`config.mk`:
```
export PLATFORM = sky130hd
export DESIGN_NAME = tt_um_unload
export DESIGN_NICKNAME = d
export VERILOG_FILES = /design/src/rtl/tt_ternary_pkg.sv /design/src/rtl/tt_plane_select.sv /design/src/rtl/tt_um_unload.sv
export SDC_FILE = /design/constraint.sdc
export NUM_CORES = 1
export LEC_CHECK = 0
export CORE_AREA = 5 5 108 110
export CTS_BUF_LIST = sky130_fd_sc_hd__clkbuf_4 sky130_fd_sc_hd__clkbuf_8
export CTS_CLUSTER_SIZE = 8
export DETAILED_ROUTE_END_ITERATION = 16
export DIE_AREA = 0 0 113 115
export MAX_ROUTING_LAYER = met4
export PLACE_DENSITY = 0.82
export SLEW_MARGIN = 20
export SYNTH_ARGS = -nofsm -noshare
export SYNTH_HDL_FRONTEND = slang
export SYNTH_HIERARCHICAL = 1
export SYNTH_SLANG_ARGS = --single-unit
```
`constraint.sdc`:
```
create_clock -name clk -period 2.1 [get_ports clk]
set_input_delay 0.21 -clock clk [delete_from_list [all_inputs] [get_ports clk]]
set_output_delay 0.21 -clock clk [all_outputs]
set_load 0.02 [all_outputs]
```
`src/rtl/tt_ternary_pkg.sv`:
```
// Shared definitions for the ternary weight path: plane and ternary encodings,
// the unload FSM state enum and the ui_param field layout.
// Optional build macro used by the unload block: UNLOAD_SNAPSHOT_EN.
package tt_ternary_pkg;

  // Plane selector encoding carried on uo_plane
  localparam logic PLANE_MSB = 1'b0;
  localparam logic PLANE_LSB = 1'b1;

  // Ternary weight encodings (2-bit two's complement)
  localparam logic [1:0] TERN_POS  = 2'b01;
  localparam logic [1:0] TERN_ZERO = 2'b00;
  localparam logic [1:0] TERN_NEG  = 2'b11;

  // ui_param field layout: [2:0] last column index, [6:3] last row index
  localparam int unsigned PARAM_COL_LSB = 0;
  localparam int unsigned PARAM_COL_W   = 3;
  localparam int unsigned PARAM_ROW_LSB = 3;
  localparam int unsigned PARAM_ROW_W   = 4;
  localparam int unsigned PARAM_W       = PARAM_COL_W + PARAM_ROW_W;

  typedef struct packed {
    logic [PARAM_ROW_W-1:0] last_row;
    logic [PARAM_COL_W-1:0] last_col;
  } unload_param_t;

  typedef enum logic [1:0] {
    ST_IDLE = 2'd0,
    ST_MSB  = 2'd1,
    ST_LSB  = 2'd2,
    ST_HOLD = 2'd3
  } unload_state_e;

endpackage

```
`src/rtl/tt_plane_select.sv`:
```
// Combinational column/plane mux: picks one bit plane of one weight column,
// masking rows beyond the last row index and zeroing the word when disabled.
// Ports:
//   weights  packed array, element g = row*MAX_OUT_LEN+col at [2g+1:2g]
//   col      selected column
//   plane    PLANE_MSB selects bit 1, PLANE_LSB selects bit 0
//   last_row rows above this index read 0
//   en       word is forced to 0 when low
//   word_c   selected plane word, bit i = row i
module tt_plane_select
  import tt_ternary_pkg::*;
#(
  parameter int unsigned MAX_IN_LEN  = 16,
  parameter int unsigned MAX_OUT_LEN = 8,
  localparam int unsigned COL_W      = $clog2(MAX_OUT_LEN),
  localparam int unsigned WEIGHTS_W  = 2 * MAX_IN_LEN * MAX_OUT_LEN
) (
  input  logic [WEIGHTS_W-1:0]   weights,
  input  logic [COL_W-1:0]       col,
  input  logic                   plane,
  input  logic [PARAM_ROW_W-1:0] last_row,
  input  logic                   en,
  output logic [MAX_IN_LEN-1:0]  word_c
);

  // Reshape the flat vector into [row][col] elements
  logic [1:0] elems [MAX_IN_LEN][MAX_OUT_LEN];

  for (genvar r = 0; r < MAX_IN_LEN; r++) begin : g_row
    for (genvar c = 0; c < MAX_OUT_LEN; c++) begin : g_col
      assign elems[r][c] = weights[2*(r*MAX_OUT_LEN+c) +: 2];
    end

    logic [1:0] sel;
    logic       row_ok;
    assign sel    = elems[r][col];
    assign row_ok = (PARAM_ROW_W'(r) <= last_row);
    assign word_c[r] = en & row_ok & ((plane == PLANE_MSB) ? sel[1] : sel[0]);
  end

endmodule

```
`src/rtl/tt_um_unload.sv`:
```
// Readback transmitter for ternary weights. On a rising ena edge it streams
// each column as an MSB-plane word then an LSB-plane word over valid/ready,
// pulses uo_done after the last word and parks until ena falls.
// Build macro UNLOAD_SNAPSHOT_EN: copy ui_weights on the start edge and read
// from the copy; otherwise words are read live from ui_weights.
// Ports:
//   clk, rst_n  clock, synchronous active-low reset
//   ena         rising edge starts a dump, falling edge aborts to idle
//   ui_weights  packed 2-bit weights, element row*MAX_OUT_LEN+col
//   ui_param    [2:0] last column, [6:3] last row
//   ui_ready    downstream accepts current word
//   uo_word     current plane word (bit i = row i)
//   uo_valid    uo_word valid
//   uo_plane    0 = MSB plane, 1 = LSB plane
//   uo_done     one-cycle pulse after the final word transfers
module tt_um_unload
  import tt_ternary_pkg::*;
#(
  parameter int unsigned MAX_IN_LEN  = 16,
  parameter int unsigned MAX_OUT_LEN = 8,
  localparam int unsigned COL_W      = $clog2(MAX_OUT_LEN),
  localparam int unsigned WEIGHTS_W  = 2 * MAX_IN_LEN * MAX_OUT_LEN
) (
  input  logic                  clk,
  input  logic                  rst_n,
  input  logic                  ena,
  input  logic [WEIGHTS_W-1:0]  ui_weights,
  input  logic [PARAM_W-1:0]    ui_param,
  input  logic                  ui_ready,
  output logic [MAX_IN_LEN-1:0] uo_word,
  output logic                  uo_valid,
  output logic                  uo_plane,
  output logic                  uo_done
);

  unload_state_e          state_q, state_d;
  logic [COL_W-1:0]       col_q, col_d;
  logic [COL_W-1:0]       last_col_q;
  logic [PARAM_ROW_W-1:0] last_row_q;
  logic                   ena_d_q;
  logic                   done_q, done_d;
  logic                   capture_c;
  logic                   start_c, abort_c;
  logic [WEIGHTS_W-1:0]   src_weights;
  unload_param_t          param_c;

  assign start_c = ena & ~ena_d_q;
  assign abort_c = ~ena & ena_d_q;
  assign param_c = unload_param_t'(ui_param);

  // State register
  always_ff @(posedge clk) begin
    if (!rst_n) state_q <= ST_IDLE;
    else        state_q <= state_d;
  end

  // Next-state and datapath-next logic; abort outranks any handshake
  always_comb begin
    state_d   = state_q;
    col_d     = col_q;
    done_d    = 1'b0;
    capture_c = 1'b0;
    if (abort_c) begin
      state_d = ST_IDLE;
      col_d   = '0;
    end else begin
      case (state_q)
        ST_IDLE: if (start_c) begin
          state_d   = ST_MSB;
          col_d     = '0;
          capture_c = 1'b1;
        end
        ST_MSB: if (ui_ready) state_d = ST_LSB;
        ST_LSB: if (ui_ready) begin
          if (col_q == last_col_q) begin
            state_d = ST_HOLD;
            done_d  = 1'b1;
          end else begin
            col_d   = COL_W'(col_q + 1'b1);
            state_d = ST_MSB;
          end
        end
        ST_HOLD: state_d = ST_HOLD;
        default: state_d = ST_IDLE;
      endcase
    end
  end

  // Column, edge detect, done and captured parameters; last column clamps
  always_ff @(posedge clk) begin
    if (!rst_n) begin
      col_q      <= '0;
      ena_d_q    <= 1'b0;
      done_q     <= 1'b0;
      last_col_q <= '0;
      last_row_q <= '0;
    end else begin
      col_q   <= col_d;
      ena_d_q <= ena;
      done_q  <= done_d;
      if (capture_c) begin
        last_col_q <= (32'(param_c.last_col) >= MAX_OUT_LEN) ?
                      COL_W'(MAX_OUT_LEN - 1) : COL_W'(param_c.last_col);
        last_row_q <= param_c.last_row;
      end
    end
  end

`ifdef UNLOAD_SNAPSHOT_EN
  // Weight snapshot taken on the start edge, frozen for the whole dump
  logic [WEIGHTS_W-1:0] snap_q;
  always_ff @(posedge clk) begin
    if (!rst_n)         snap_q <= '0;
    else if (capture_c) snap_q <= ui_weights;
  end
  assign src_weights = snap_q;
`else
  assign src_weights = ui_weights;
`endif

  // Output decode from state
  always_comb begin
    uo_valid = 1'b0;
    uo_plane = PLANE_MSB;
    case (state_q)
      ST_MSB: uo_valid = 1'b1;
      ST_LSB: begin
        uo_valid = 1'b1;
        uo_plane = PLANE_LSB;
      end
      default: ;
    endcase
  end

  assign uo_done = done_q;

  tt_plane_select #(
    .MAX_IN_LEN (MAX_IN_LEN),
    .MAX_OUT_LEN(MAX_OUT_LEN)
  ) u_plane_select (
    .weights (src_weights),
    .col     (col_q),
    .plane   (uo_plane),
    .last_row(last_row_q),
    .en      (uo_valid),
    .word_c  (uo_word)
  );

endmodule
```
==> results.toml <==
[layout]
n_fill_cell = 826
design_area_sq_um = 6940
instances_no_fill = 757
nets = 889
drive_gt1_share_pct = 32.8
syn2layout_area_growth_pct = 125

[die]
die_area_sq_um = 13000
coreArea_sq_um = 10600
ioPinCount = 286
die-width_um = 113
rows = 38
start_util_pct = 29.0
fp.dieH_um = 115

[critical_path]
critPathCaptureType = "output port"
worstPathRequired_ns = 1.89
worst-path-buf-inv = 2
crit_chain = "buf_12 -> mux4_2 -> mux4_2 -> o211a_1 -> buf_6"
path_max_fanout = 5
crit_family = "multiplexers"
worstSetupPathType = "flop to output port"
slowest_delay_ns = 0.50
startpoint_type = "flop"
cp_common_cell = "mux4_2"
crit_arrival_ns = 2.09
cpMaxStageDelayCell = "mux4_2"

[detailed_routing]
wl_um = 17200
vias = 4031
avgViaCountPerCell = 5.32
first_pass_iters = 4
ant_nets = 0
drc = 0
routedWlPerCell_um = 22.7
first_iter_violations = 229

[power]
p_per_area_nw_per_um2 = 262
ir_drop_uv = 340
power_mw = 1.82
leakage_nw = 2.59

[worst_hold_path]
worstHoldPathType = "flop to flop"

[clocking]
cts_hold_buf = 0
cts_tree = "yes"
clkTransAtPathRegs_ns = 0.06
clock_latency_ns = 0.25
cts_num_sinks = 14
cts_buffers = 3
clockBufferDepth = 2
htree_levels = 1
cts-root-buf = "clkbuf_8"

[logic_synthesis]
avgSynthCellArea_sq_um = 11.4
synth_top_area_share_pct = 34.4
synthTopCellsByArea = "mux4_2 (34%), mux2i_1 (10%), mux4_1 (9.4%)"
yosysWarnings = 6
synth_edf_count = 0
synth.lib_cells_used.distinct = 52
yosysSeqAreaShare_pct = 9.10
ys.flop_type = "dfxtp_1"
yosysTopAreaCell = "mux4_2"
syn_area_sq_um = 3080
netlist_instances = 269
ys_top_cells_by_count = "mux4_2 (47), mux2i_1 (31), dfxtp_1 (14)"
syn-num-nets = 541
yosysMostFrequentCell = "mux4_2"
ys_seq_elements = 14
async_flop_share_pct = 0

[sta]
fin_crit_ns = 2.30
finalClockSkew_ns = 0.000418
hold_viol = 0
setup_tns_ns = -1.29
whs_ns = 0.527
relSlewSlack_pct = 63.4
period_share_pct = 109
worst_slew_pin_slew_ns = 0.544
rsz0062_at_grt = "true"
drv_slew = 0
fmax_mhz = 436
setup_violations = 15
setup_slack_ns = -0.196

[global_routing]
track_usage_pct = 25.5
grt_pass1_wl_um = 25200
grt_max_degree = 18
antenna_found_initial = 1
grt_overflow = 0
grt_pass1_vias = 4363

[place]
numPortBuffers = 285
place_area_sq_um = 6440
gp_congestion = 0.969
dp_hpwl_um = 14100
post-place-cells = 722

[outcome]
violations = "setup timing"
status = "finished with violations"

[job]
maxCapViolations = 0
power by group:
group | total (mW) | switching [mW] | internal, mW
Clock | 0.270 | 0.104 | 0.166
Sequential | 0.306 | 0.0225 | 0.283
Combinational | 1.24 | 0.417 | 0.824
Total | 1.82 | 0.543 | 1.27
tightest hold or removal path, stage by stage (launching register included):
cell	delay, ns
dfxtp_1	0.33
nand4_1	0.08
a31oi_1	0.08
logic make-up after synthesis:
| logic type | count (synthesis) | share of synthesized area, % |
|---|---|---|
| AND/OR/NAND/NOR | 66 | 12.1 |
| XOR/XNOR | 3 | 0.853 |
| multiplexers | 95 | 56.0 |
| adder cells (fa/ha/maj) | 5 | 2.03 |
| buffers and inverters | 35 | 8.25 |
| AO/OA/AOI/OAI | 51 | 11.7 |
| flip-flops | 14 | 9.10 |
flip-flops by register name, summed over array words and instances, names as in the netlist:
name,flops
last_col_q,3
col_q,3
state_q,2
ena_d_q,1
last_row_q,4
uo_done,1
repair_timing:
action	CTS	global route
pin swaps	14	6
gates cloned	2	0
endpoints found under the setup margin	18	17
buffers inserted	15	14
resized for setup	133	20
worst paths after layout:
kind                                                 start               endpoint  slack, ns  cells after the start
worst max-delay path                 col_q[0]$_SDFFE_PP0P_            uo_word[13]      -0.20                      5
worst max register to register     state_q[0]$_SDFFE_PP0P_  col_q[0]$_SDFFE_PP0P_       0.14                      8
worst min register to register  last_col_q[0]$_SDFFE_PN0P_  col_q[0]$_SDFFE_PP0P_       0.53                      2
worst min-delay path            last_col_q[0]$_SDFFE_PN0P_  col_q[0]$_SDFFE_PP0P_       0.53                      2
stage by stage:
stage               utilization [%]  setup slack (ns)
CTS                            63.9            -0.205
floorplan                         -           0.00735
global placement               60.8            -0.398
finish                         65.5            -0.196
detailed placement             60.8            -0.489
global route                   65.5            -0.243
cell type report:
| cell class | instances | area (sq um) | share of cell area, % |
|---|---|---|---|
| inverters | 7 | 26.3 | 0.378 |
| flip-flops and latches | 14 | 292 | 4.20 |
| diodes | 1 | 2.50 | 0.0360 |
| multi-input cells | 220 | 2710 | 39.0 |
| clock buffers | 4 | 55.1 | 0.793 |
| repair buffers | 371 | 3680 | 53.1 |
| well taps | 140 | 175 | 2.52 |
placed cells by master, fill, tap and decap left out, types with 5 or more instances in the layout:
cell type / instances
a21oi_1: 7
buf_12: 8
buf_4: 76
buf_6: 10
clkdlybuf4s50_1: 269
dfxtp_1: 9
inv_1: 5
mux2i_1: 28
mux4_2: 55
nand2_1: 11
nand3_1: 5
nor2_1: 10
nor2b_1: 11
o21ai_0: 5
metal layers:
metal | vias to the layer above | global-route usage (%) | share of wire, %
met5 | - | - | 0
li1 | 1822 | - | -
met1 | 1990 | 29.1 | 37
met4 | 0 | 5.77 | 2.5
met2 | 190 | 46.6 | 53
met3 | 29 | 4.42 | 7.3
No activity file was read; power rests on OpenSTA's default activity.
==> RTL change 1 (config.mk and constraints unchanged) <==
Change the package constant `PARAM_ROW_W` from 4 to 6.
--- a/src/rtl/tt_ternary_pkg.sv
+++ b/src/rtl/tt_ternary_pkg.sv
@@ -16,7 +16,7 @@
   localparam int unsigned PARAM_COL_LSB = 0;
   localparam int unsigned PARAM_COL_W   = 3;
   localparam int unsigned PARAM_ROW_LSB = 3;
-  localparam int unsigned PARAM_ROW_W   = 4;
+  localparam int unsigned PARAM_ROW_W   = 6;
   localparam int unsigned PARAM_W       = PARAM_COL_W + PARAM_ROW_W;
 
   typedef struct packed {
Ports: changed (resized ui_param); port bits go from 286 to 288. No check against the original RTL was run, so the function may have changed too.
==> RTL change 1 against the original RTL <==
The flow still finishes with violations (setup timing); area after synthesis is 1.3% lower; count of clock-buffer cells in the layout unchanged; sequential share of layout area increased by 0.45 points; critical path depth is 3 higher; sequential cell count up 2; fmax grew 2.5%; cell area rose by 3.6%; wire length rose by 5.6%; final cell count up 2.4%; non-clock buffer count grew 11; worst setup slack improved by 0.056 ns; clock power fell by 6%; core utilization is 2.3 points higher; power is 11% higher; largest cell class unchanged; largest power group unchanged; highest routed layer unchanged.
==> RTL change 1: results (changes against the original RTL) <==
.. list-table::
   :header-rows: 1

   * - Metric
     - Value
   * - Setup violation total in the final timing report
     - 13 (-2)
   * - Final weighted congestion in routability-driven placement
     - 0.989 (+2.0%)
   * - First-pass GRT wire length
     - 26800 um (+6.3%)
   * - Post-layout net count
     - 909 (+2.2%)
   * - Portion of netlist area occupied by mux cells
     - 0.512 (-0.0484)
   * - Final HPWL DP
     - 14900 um (+5.4%)
   * - Result of the run
     - finished with violations
   * - Via total after detailed routing
     - 4219 (+4.7%)
   * - Ratio of cells with drive above 1 in the final layout
     - 0.374 (+0.0459)
   * - Cells taking the most area after synthesis
     - sky130_fd_sc_hd__mux4_2 45%, sky130_fd_sc_hd__dfxtp_1 11%, sky130_fd_sc_hd__mux2i_1 4.3%
   * - Relative slew slack
     - 0.517 (-0.116)
   * - Gate Count Post-Synth
     - 278 (+3.3%)
   * - Violated checks
     - setup timing
   * - Part of the Yosys area used for sequential elements
     - 0.105 (+0.0143)
   * - Setup slack after placement
     - -0.447 ns (+0.0417 ns)
   * - Dpl cells
     - 735 (+1.8%)
   * - Worst r2r dst
     - col_q[2]
   * - Placed cell areas
     - 6480 um2 (+0.50%)
   * - Compound-gate portion of the synthesized area
     - 0.167 (+0.0505)
   * - Clock tree skew after final layout
     - 0.0123 ns (+0.0119 ns)
   * - Worst setup slack after layout
     - -0.140 ns (+0.0558 ns)
   * - Number of distinct library cell variants in the gate-level netlist after synthesis
     - 40 (-23%)
   * - Synth Net Count
     - 552 (+2.0%)
   * - Crit-path max FO
     - 6 (+1)
   * - Worst voltage drop across the vdd grid
     - 0.355 mV (+4.6%)
   * - Maximum number of pins on one net before global-route repair
     - 20 (+2)
   * - Leakage power total
     - 0.00260 uW (+0.38%)
==> RTL change 1: cell types whose count changed after synthesis, sizes merged, moves of 6 or more <==
cell	change
a21boi	+9
clkbuf	+6
mux2i	-18
a22oi	+8
mux2	-6
==> RTL change 1: report_power, final <==
part | total [uW] | switching, uW | internal, uW
combinational | 1420 | 525 | 892
sequential | 339 | 16.7 | 323
clock | 253 | 106 | 147
==> RTL change 1: worst min path at each step <==
stage | from | end | slack, ns | cells after the start
2_1_floorplan | ena | ena_d_q | 0.33 | 1
3_3_place_gp | last_col_q[2] | last_col_q[2] | 0.47 | 2
3_5_place_dp | last_col_q[1] | last_col_q[1] | 0.48 | 2
4_1_cts | last_col_q[1] | last_col_q[1] | 0.48 | 2
5_1_grt | last_col_q[1] | last_col_q[1] | 0.51 | 2
6_report | last_col_q[1] | last_col_q[1] | 0.48 | 2
==> RTL change 1: kinds of logic (layout without fill, tap and decap cells) <==
kind of cell	count (synthesis)	in the layout
adders and majority gates	5	5
buffers and inverters	37	393
DFF	16	16
and+or+nand+nor	68	68
other	0	1
xor gates and xnor gates	3	3
AOI/OAI and AO/OA	73	73
muxes	76	76
==> RTL change 1: what timing repair did <==
action / in CTS / in global routing
setup endpoints to repair: 17 / 17
gates cloned: 1 / 0
buffers inserted: 28 / 9
pin swaps: 19 / 19
endpoints found under the hold margin: 0 / 0
gates resized for setup: 145 / 25
==> RTL change 1: critical path: stages (launching register included) <==
cell and delay, ns:
sky130_fd_sc_hd__dfxtp_4 0.38, sky130_fd_sc_hd__buf_6 0.12, sky130_fd_sc_hd__buf_12 0.11, sky130_fd_sc_hd__buf_8 0.11
sky130_fd_sc_hd__buf_6 0.09, sky130_fd_sc_hd__mux4_2 0.51, sky130_fd_sc_hd__a22oi_2 0.19, sky130_fd_sc_hd__a221oi_2 0.08
sky130_fd_sc_hd__buf_4 0.19
==> RTL change 1: through the flow <==
| stage | power (uW) | setup TNS [ns] |
|---|---|---|
| 2_1_floorplan | 816 | 0 |
| 3_3_place_gp | 1600 | -4.73 |
| 3_5_place_dp | 1630 | -5.26 |
| 4_1_cts | 1960 | -0.943 |
| 5_1_grt | 2100 | -1.84 |
| 6_report | 2010 | -0.887 |
==> RTL change 1: routing by layer <==
layer / up-vias / track usage / share of wire
li1: 1876 / - / -
met1: 2097 / 0.294 / 0.37
met2: 207 / 0.497 / 0.53
met3: 39 / 0.0695 / 0.075
met4: 0 / 0.0793 / 0.029
met5: - / - / 0
==> RTL change 1: layout make-up <==
class | count | area [um2]
Fill cell | 795 | 3410
Inverter | 7 | 26.3
Tap cell | 140 | 175
Sequential cell | 16 | 334
Multi-Input combinational cell | 225 | 2820
Antenna cell | 1 | 2.50
Clock buffer | 4 | 48.8
Timing Repair Buffer | 382 | 3790
==> RTL change 2 (same settings) <==
Made on the original files. Encoding of `unload_state_e`: now Gray code (2 bits for 4 states).
--- a/src/rtl/tt_ternary_pkg.sv
+++ b/src/rtl/tt_ternary_pkg.sv
@@ -25,10 +25,10 @@
   } unload_param_t;
 
   typedef enum logic [1:0] {
-    ST_IDLE = 2'd0,
-    ST_MSB  = 2'd1,
-    ST_LSB  = 2'd2,
-    ST_HOLD = 2'd3
+    ST_IDLE = 2'b00,
+    ST_MSB  = 2'b01,
+    ST_LSB  = 2'b11,
+    ST_HOLD = 2'b10
   } unload_state_e;
 
 endpackage
Behaviour: same outputs for any inputs over 10 cycles, from zero or initial values and one cycle with rst_n low; not proved beyond that.
==> RTL change 2 against the original RTL <==
Worst setup slack lost 0.016 ns; sequential share of layout area grew 0.17 points; core utilization shrank 3.1 points; area after synthesis shrank 3.6%; cell area shrank 4.8%; the run still ends with setup timing left; fmax shrank 0.70%; clock skew is essentially flat; via count shrank 3.4%; power shrank 25%; sequential cell count is the same; wire length shrank 1.9%.
==> RTL change 2: results (changes against the original RTL) <==
.. list-table::
   :header-rows: 1

   * - Metric
     - Value
   * - Ratio of cells with drive above 1 in the final layout
     - 0.286 (-0.0415)
   * - Final weighted congestion in routability-driven placement
     - 0.990 (+2.1%)
   * - Leakage power total
     - 0.00236 uW (-9.0%)
   * - Synth Net Count
     - 532 (-1.7%)
   * - Part of the Yosys area used for sequential elements
     - 0.0944 (+0.00342)
   * - Drt total wl
     - 16800 um (-1.9%)
   * - Clock tree skew after final layout
     - 0.000289 ns (-0.000129 ns)
   * - Violated checks
     - setup timing
   * - Fill count
     - 897 (+8.6%)
   * - Global-route met3 utilization
     - 0.0453 (+0.00105)
   * - Final-layout setup total negative slack
     - -1.79 ns (-0.501 ns)
   * - Setup slack after placement
     - -0.420 ns (+0.0690 ns)
   * - Synth top area share
     - 0.357 (+0.0129)
   * - Most common library cells after synthesis
     - 47 x sky130_fd_sc_hd__mux4_2, 27 x sky130_fd_sc_hd__nand2_1, 25 x sky130_fd_sc_hd__mux2i_1
   * - Relative slew slack
     - 0.538 (-0.0952)
   * - Number of global-route vias before repair
     - 4329 (-0.78%)
   * - Flop2flop setup slack
     - 0.42 ns (+0.28 ns)
   * - Total GRT Usage
     - 0.243 (-0.0116)
   * - Setup violation total in the final timing report
     - 15 (unchanged)
   * - GR met1 Demand/Resource
     - 0.275 (-0.0166)
   * - Hold wc startpoint
     - last_col_q[2]
   * - Worst voltage drop across the vdd grid
     - 0.273 mV (-20%)
   * - Result of the run
     - finished with violations
   * - Post-layout net count
     - 859 (-3.4%)
   * - Cells taking the most area after synthesis
     - sky130_fd_sc_hd__mux4_2 36%, sky130_fd_sc_hd__mux4_1 9.7%, sky130_fd_sc_hd__dfxtp_1 9.4%
   * - CP max-delay cell
     - sky130_fd_sc_hd__mux4_2
   * - First-iteration detailed-routing DRC count
     - 227 (-0.87%)
   * - Final HPWL DP
     - 13900 um (-1.6%)
   * - First-pass GRT wire length
     - 23900 um (-4.9%)
   * - Met2 usage
     - 0.444 (-0.0229)
   * - Worst setup slack after layout
     - -0.212 ns (-0.0162 ns)
   * - Crit-path max FO
     - 6 (+1)
   * - Worst reg2reg path depth
     - 5 (-3)
   * - Initial antenna violation count
     - 0 (-1)
[RTL change 2: worst min-delay path: cells and delay by family, from the launching register on]
family	cells	cell delay [ns]
flops	1	0.32
simple gates	1	0.05
compound gates	1	0.06
[RTL change 2: per-layer routing]
layer  routed length, um  part of all wire  vias to the layer above
li1                    -                 -                     1760
met1                6260              0.37                     1896
met2                8960              0.53                      200
met3                1110             0.066                       39
met4                 522             0.031                        0
met5                   0                 0                        -
[RTL change 2: cell type report]
type	count	area [um2]	share of cell area
Timing Repair Buffer	350	3540	0.535
Multi-Input combinational cell	216	2530	0.383
Sequential cell	14	289	0.0437
Tap cell	140	175	0.0265
Clock buffer	4	55.1	0.00833
Inverter	6	22.5	0.00341
[RTL change 2: worst max-delay path by stage]
| stage | from | to | slack, ns |
|---|---|---|---|
| 2_1_floorplan | state_q[1] | uo_word[7] | 0.0003 |
| 6_report | col_q[0] | uo_word[13] | -0.21 |
| 3_3_place_gp | ui_weights[247] | uo_word[15] | -0.41 |
| 3_5_place_dp | ui_weights[247] | uo_word[15] | -0.42 |
| 5_1_grt | col_q[0] | uo_word[8] | -0.27 |
| 4_1_cts | col_q[0] | uo_word[3] | -0.22 |
[RTL change 2: timing repair]
action,in CTS,in global routing
endpoints found under the setup margin,16,16
setup buffers,8,7
pin swaps,2,5
gates cloned,2,1
gates resized for setup,95,26
[RTL change 2: cell families after synthesis]
family / synth area share
XOR/XNOR: 0.00885
adder cells (fa/ha/maj): 0.00422
flip-flops: 0.0944
AO/OA/AOI/OAI: 0.126
buffers and inverters: 0.0818
multiplexers: 0.561
AND/OR/NAND/NOR: 0.124
[RTL change 2: power by group]
part	internal (uW)	switching (uW)
clock	166	101
sequential	276	16.6
combinational	595	213
total	1040	330
[RTL change 2: stage by stage]
step / cells / hold WS, ns / area, um2
floorplan: 264 / 0.326 / 3040
global placement: 708 / 0.469 / 6320
detailed placement: 708 / 0.477 / 6320
CTS: 722 / 0.485 / 6470
global route: 730 / 0.515 / 6610
finish: 730 / 0.485 / 6610
